$ cat config.mk
export PLATFORM = sky130hd
export DESIGN_NAME = bus_xfer_unit
export DESIGN_NICKNAME = d
export VERILOG_FILES = /design/src/rtl/bus_pkg.sv /design/src/rtl/bus_src_mux.sv /design/src/rtl/bus_xfer_unit.sv
export SDC_FILE = /design/constraint.sdc
export NUM_CORES = 1
export LEC_CHECK = 0
export ABC_AREA = 0
export BUFFER_PORTS_ARGS = -buffer_cell sky130_fd_sc_hd__buf_4
export CAP_MARGIN = 20
export CORE_MARGIN = 5
export CORE_UTILIZATION = 30
export CTS_BUF_LIST = sky130_fd_sc_hd__clkbuf_8
export DETAILED_ROUTE_END_ITERATION = 16
export HOLD_SLACK_MARGIN = 0.12
export SLEW_MARGIN = 10
export SYNTH_ARGS = -nofsm -noshare
export SYNTH_HDL_FRONTEND = slang
export SYNTH_HIERARCHICAL = 1
export SYNTH_SLANG_ARGS = --single-unit
$ cat constraint.sdc
create_clock -name clock -period 2.6 [get_ports clock]
set_input_delay 0.52 -clock clock [delete_from_list [all_inputs] [get_ports clock]]
set_output_delay 0.52 -clock clock [all_outputs]
set_load 0.05 [all_outputs]
$ cat src/rtl/bus_pkg.sv
// Shared types and constants for the register-transfer bus: FSM states,
// default source/destination indices and a zero-extension helper.
package bus_pkg;

    typedef enum logic [1:0] {
        IDLE  = 2'd0,
        LOAD  = 2'd1,
        WRITE = 2'd2
    } state_t;

    // Working width of the zero-extension helper; bus widths up to this are supported.
    localparam int ZX_W = 32;

    localparam int SRC_HOLD = 0;
    localparam int AC       = 1;
    localparam int R1       = 2;
    localparam int R2       = 3;
    localparam int MDR      = 5;
    localparam int SR1      = 6;
    localparam int SR2      = 7;
    localparam int SR3      = 8;
    localparam int RRR      = 9;
    localparam int CRR      = 10;

    function automatic logic [ZX_W-1:0] zext(input logic [ZX_W-1:0] v, input int w);
        logic [ZX_W-1:0] m;
        if (w >= ZX_W) m = '1;
        else           m = (ZX_W'(1) << w) - ZX_W'(1);
        return v & m;
    endfunction

endpackage

$ cat src/rtl/bus_src_mux.sv
// Combinational source selection: immediate override, index decode,
// narrow-source zero-extension and the hold flag for reserved/out-of-range indices.
module bus_src_mux #(
    parameter int                 DATA_W     = 16,
    parameter int                 NUM_SRC    = 12,
    parameter int                 NARROW_W   = 8,
    parameter logic [NUM_SRC-1:0] SRC_NARROW = 12'b0111_1110_0000,
    parameter int                 IMM_W      = 4,
    parameter int                 SEL_W      = $clog2(NUM_SRC) + 1
) (
    input  logic [NUM_SRC*DATA_W-1:0] i_src_data,
    input  logic [SEL_W-1:0]          i_sel,
    input  logic                      i_imm_en,
    input  logic [IMM_W-1:0]          i_imm,
    output logic [DATA_W-1:0]         o_value,
    output logic                      o_hold
);
    import bus_pkg::*;

    always_comb begin
        o_value = '0;
        o_hold  = 1'b0;
        if (i_imm_en) begin
            o_value = DATA_W'(zext(ZX_W'(i_imm), IMM_W));
        end else if (i_sel == SEL_W'(SRC_HOLD) || i_sel >= SEL_W'(NUM_SRC)) begin
            o_hold = 1'b1;
        end else begin
            for (int i = 0; i < NUM_SRC; i++) begin
                if (i_sel == SEL_W'(i)) begin
                    o_value = SRC_NARROW[i]
                        ? DATA_W'(zext(ZX_W'(i_src_data[i*DATA_W +: DATA_W]), NARROW_W))
                        : i_src_data[i*DATA_W +: DATA_W];
                end
            end
        end
    end

endmodule

$ cat src/rtl/bus_xfer_unit.sv
// Register-transfer bus: accepts a command, loads the selected value onto the
// registered bus, then strobes the destination write enables for one cycle.
module bus_xfer_unit #(
    parameter int                 DATA_W     = 16,
    parameter int                 NUM_SRC    = 12,
    parameter int                 NUM_DST    = 8,
    parameter int                 NARROW_W   = 8,
    parameter logic [NUM_SRC-1:0] SRC_NARROW = 12'b0111_1110_0000,
    parameter int                 IMM_W      = 4,
    parameter logic [DATA_W-1:0]  RESET_VAL  = 16'h0007,
    parameter int                 SEL_W      = $clog2(NUM_SRC) + 1
) (
    input  logic                      clock,
    input  logic                      reset,
    input  logic [NUM_SRC*DATA_W-1:0] src_data,
    input  logic                      cmd_valid,
    output logic                      cmd_ready,
    input  logic [SEL_W-1:0]          cmd_src,
    input  logic                      cmd_imm_en,
    input  logic [IMM_W-1:0]          cmd_imm,
    input  logic [NUM_DST-1:0]        cmd_dst_mask,
    output logic [DATA_W-1:0]         bus_out,
    output logic [NUM_DST-1:0]        dst_we,
    output logic                      done,
    output logic                      busy
);
    import bus_pkg::*;

    state_t               r_state;
    state_t               w_next;
    logic [SEL_W-1:0]     r_src;
    logic                 r_imm_en;
    logic [IMM_W-1:0]     r_imm;
    logic [NUM_DST-1:0]   r_mask;
    logic [DATA_W-1:0]    r_bus;
    logic [DATA_W-1:0]    w_sel_value;
    logic                 w_hold;
    logic                 w_accept;

    bus_src_mux #(
        .DATA_W     (DATA_W),
        .NUM_SRC    (NUM_SRC),
        .NARROW_W   (NARROW_W),
        .SRC_NARROW (SRC_NARROW),
        .IMM_W      (IMM_W),
        .SEL_W      (SEL_W)
    ) u_src_mux (
        .i_src_data (src_data),
        .i_sel      (r_src),
        .i_imm_en   (r_imm_en),
        .i_imm      (r_imm),
        .o_value    (w_sel_value),
        .o_hold     (w_hold)
    );

    // Ready is withheld while reset is asserted so no command slips in during reset.
    always_comb begin
        cmd_ready = (r_state != LOAD) && !reset;
        w_accept  = cmd_valid && cmd_ready;
        dst_we    = '0;
        done      = 1'b0;
        busy      = (r_state != IDLE);
        w_next    = r_state;
        case (r_state)
            IDLE:    if (w_accept) w_next = LOAD;
            LOAD:    w_next = WRITE;
            WRITE: begin
                dst_we = r_mask;
                done   = 1'b1;
                w_next = w_accept ? LOAD : IDLE;
            end
            default: w_next = IDLE;
        endcase
    end

    always_ff @(posedge clock) begin
        if (reset) begin
            r_state  <= IDLE;
            r_bus    <= RESET_VAL;
            r_src    <= '0;
            r_imm_en <= 1'b0;
            r_imm    <= '0;
            r_mask   <= '0;
        end else begin
            r_state <= w_next;
            if (w_accept) begin
                r_src    <= cmd_src;
                r_imm_en <= cmd_imm_en;
                r_imm    <= cmd_imm;
                r_mask   <= cmd_dst_mask;
            end
            if (r_state == LOAD && !w_hold) r_bus <= w_sel_value;
        end
    end

    assign bus_out = r_bus;

endmodule

==> metrics list <==
* Startpoint kind of the worst setup timing path: flip-flop
* Highest net fanout along the worst path: 9
* Critical Path End Type: flip-flop
* IO Pins: 240
* Data required time of the worst path: around 2800 ps
* Mean instance size in the synthesized netlist: around 7.8 µm²
- Most common library cell in the layout ignoring fill and taps: buf_4
* Part of the cycle the worst path needs: between 80% and 90%
* Worst Clk Skew: between 3 and 4 ps
- Global-route wire length before repair: 17300 µm
- For hold timing, the worst endpoint is bus_out[15].
* Count of unresolved DRC violations after routing: 0
* Signed area change from the synthesized netlist to the final layout: 52.6%
- Synthesis produced 382 cells.
* Share of flip-flops with an asynchronous set or reset after synthesis: 0%
- In this run the worst hold path is classified as reg -> reg.
- Most frequent cells in the layout: buf_4 (198), a21oi_1 (38), nand2_1 (37)
* CORE AREA: a little under 10000 µm²
- FF-to-FF setup slack: approximately 400 ps
- Post-cts resize count: 0
- Cells with a size suffix above 1 make up 41.9% of the layout.
- Max Freq: about 0.46 GHz
* Synth top area share: between 20% and 30%
- After layout, the minimum clock period comes to approximately 2200 ps.
- TritonCTS built the clock tree.
- Global route total overflow: 0
- Max-slew headroom: about three fifths
- Cell type with the highest aggregate area in the netlist: dfxtp_1
- Detailed-route wire length: ~12000 µm
* Start of the worst register-to-register path: r_src[2]
- In this run the core area contains 36 standard-cell rows.
* Antenna violations before repair: 0
- Max-capacitance violation count: 0
- Power spread over the standard cell area amounts to approximately 380 nW/µm².
* Final setup slack of the worst path: just over 400 ps
- Starting density of the core: a little under a third
* Register area: a little over 700 µm²
- Global routing used a little under a fifth of the available tracks.
- Setup violations remaining at the end of the flow were counted as 0.
* Setup repair after global routing missed its margin: false
* Capture instance of the worst register-to-register path: bus_out[0]
- Input and output buffers added on the ports amount to roughly 180.
- CTS built an H-tree with a depth of 2.
- The filler cells instantiated in the layout total between 1000 and 1500.
- Setup TNS: 0 ps
- After clock tree synthesis, the setup repair step added 0 buffers.
* Cell with the largest stage delay on the worst path: dfxtp_1
* CTS buffer count: 5
- Mapped Nets: between 500 and 600
- Sequential cell area fraction in the yosys report: about a quarter
- The Yosys step of the flow raised 6 warnings.
* Depth of the worst hold-timing path: 2
- Top post-synthesis cells by area: dfxtp_1 (24%), a21oi_1 (6.4%), nand2b_1 (5.7%)
- In this run the horizontal extent of the chip is around 110 µm.
- Most instantiated flip-flop cell in the synthesis netlist: dfxtp_1
- The first TritonRoute pass finished after 4 iterations.
- Maximum root-to-sink buffer count: 2
- Outcome: completed
* Ordered cell list for the critical path: nor2b_1, buf_4, a21oi_1, a221oi_1, a211o_1, nor3_2, nor2_1
- Worst path arrival time: 2410 ps
- OpenSTA, run right after detailed placement, puts the worst setup slack at approximately 420 ps.
- The critical path is of the reg -> reg type.
* Hold buffer count at cts: 0
- Final-report max-slew violation count: 0
- Via count of the first global-routing pass: 3430
- Cell area after technology mapping: 2970 µm²
* Number of register bits inferred by synthesis: 36
* First DRT Iteration DRCs: between 100 and 150
- Clock tree synthesis selected as its root buffer the cell clkbuf_8.
- WL/cell: roughly 17 µm
- Floorplan die area: roughly 12000 µm²
- Worst-Margin Slew: between 600 and 700 ps
- Once detailed placement completed, the half-perimeter wirelength came to 9540 µm.
* Ant diodes: 0
- Entering global routing, the biggest net connects around 60 pins.
* Depth of the most critical reg-to-reg path: 7
- The count of final hold-check violations was 0.
- At the end of the flow, the number of nets in the layout was 763.
- Synth unique cells: between 40 and 50
* Worst hold path startpoint: bus_out[15]
* Leakage Power: ~1.9 nW
- Final estimated routing congestion in global placement: between 0.8 and 0.9
- Number of synthesized flops with an enable pin: 0
- Post-route antenna net violation count: 0
* Clock Latency Late Sink: ~280 ps
- In this design, the stage delay of the slowest critical-path cell is 520 ps.
- The multi-input combinational cells in the finished layout cover a total of around 2000 µm².
- Maximum resistive drop on vdd: between 0.0002 and 0.00025 V
- Summing over every cut layer, the via total after detailed routing is 3527.
- Sinks on the clock net: 36
- Mean number of vias per cell: 5.16
- After clock tree synthesis, the clock-pin slew on the worst setup and hold paths is roughly 70 ps.
- Die Ht: around 110 µm
-- state kept, by name (all words and copies together) (netlist names) --
register and flops:
r_mask 8, bus_out 16, r_imm_en 1, r_imm 4
r_state 2, r_src 5
-- kinds of logic (layout without fill, tap and decap cells) --
logic type      after synthesis  after routing  share of synthesized area, %
buf+inv                      47            216                          8.08
simple gates                143            143                          28.0
compound gates              128            128                          27.4
flops                        36             36                          24.2
mux                          28             28                          12.2
-- cell type report --
cell class / count / area share [%]
multi-input cells: 299 / 44.4
flip-flops and latches: 36 / 15.9
inverters: 10 / 0.827
well taps: 133 / 3.67
clock inverters: 3 / 0.937
clock buffers: 5 / 1.52
repair buffers: 198 / 32.8
-- per-stage QoR --
| step | instance area, µm² | utilization, % | hold slack, ps | power [W] | instances |
|---|---|---|---|---|---|
| final | 4540 | 46.6 | 459 | 0.00171 | 684 |
| after global routing | 4540 | 46.6 | 479 | 0.00181 | 684 |
| after CTS | 4540 | 46.6 | 460 | 0.00174 | 684 |
| after detailed placement | 4430 | 45.5 | 450 | 0.00125 | 676 |
| after global placement | 4430 | 45.5 | 447 | 0.00124 | 676 |
| after floorplan | 2970 | - | 443 | 0.000958 | 382 |
-- worst max-delay path by stage --
stage / startpoint / end / slack [ps] / cells after the start
finish: r_src[2] / bus_out[0] / 410 / 7
global route: r_src[2] / bus_out[0] / 190 / 7
CTS: r_src[2] / bus_out[0] / 400 / 7
detailed placement: r_src[2] / bus_out[0] / 420 / 7
global placement: r_src[2] / bus_out[0] / 440 / 7
floorplan: r_state[1] / dst_we[0] / 260 / 3
-- cell usage after synthesis, drive strengths merged (4+ instances only) --
library cell and n:
nand4b 19, mux2 7, nor3b 4, nor2 20
a21oi 38, and2 9, a221o 6, a22o 11
mux4 6, nand2b 27, nand2 37, clkbuf 12
nor3 9, a22oi 8, o22ai 10, inv 10
mux2i 15, nor2b 4, dfxtp 36, buf 25
nor4 4, o21ai 38, a2111oi 4
-- report_power, final --
part,switching [W],leakage [nW],internal (W)
Clock,0.000198,0.0541,0.000284
Sequential,0.0000331,0.295,0.000578
Combinational,0.000292,1.58,0.000328
Total,0.000523,1.93,0.00119
-- critical path: cells and delay by family (launching register included) --
kind	cells	cell delay [ps]
AOI/OAI and AO/OA	3	680
buffers and inverters	1	280
DFF	1	520
and+or+nand+nor	3	650
-- routing by layer --
| metal | global-route usage, % | wire, µm | up-vias |
|---|---|---|---|
| li1 | - | - | 1743 |
| met1 | 21.3 | 4610 | 1614 |
| met2 | 33.5 | 5830 | 153 |
| met3 | 5.28 | 1180 | 17 |
| met4 | 4.19 | 207 | 0 |
| met5 | 0 | 0 | - |
No activity file was read; power rests on OpenSTA's default activity.
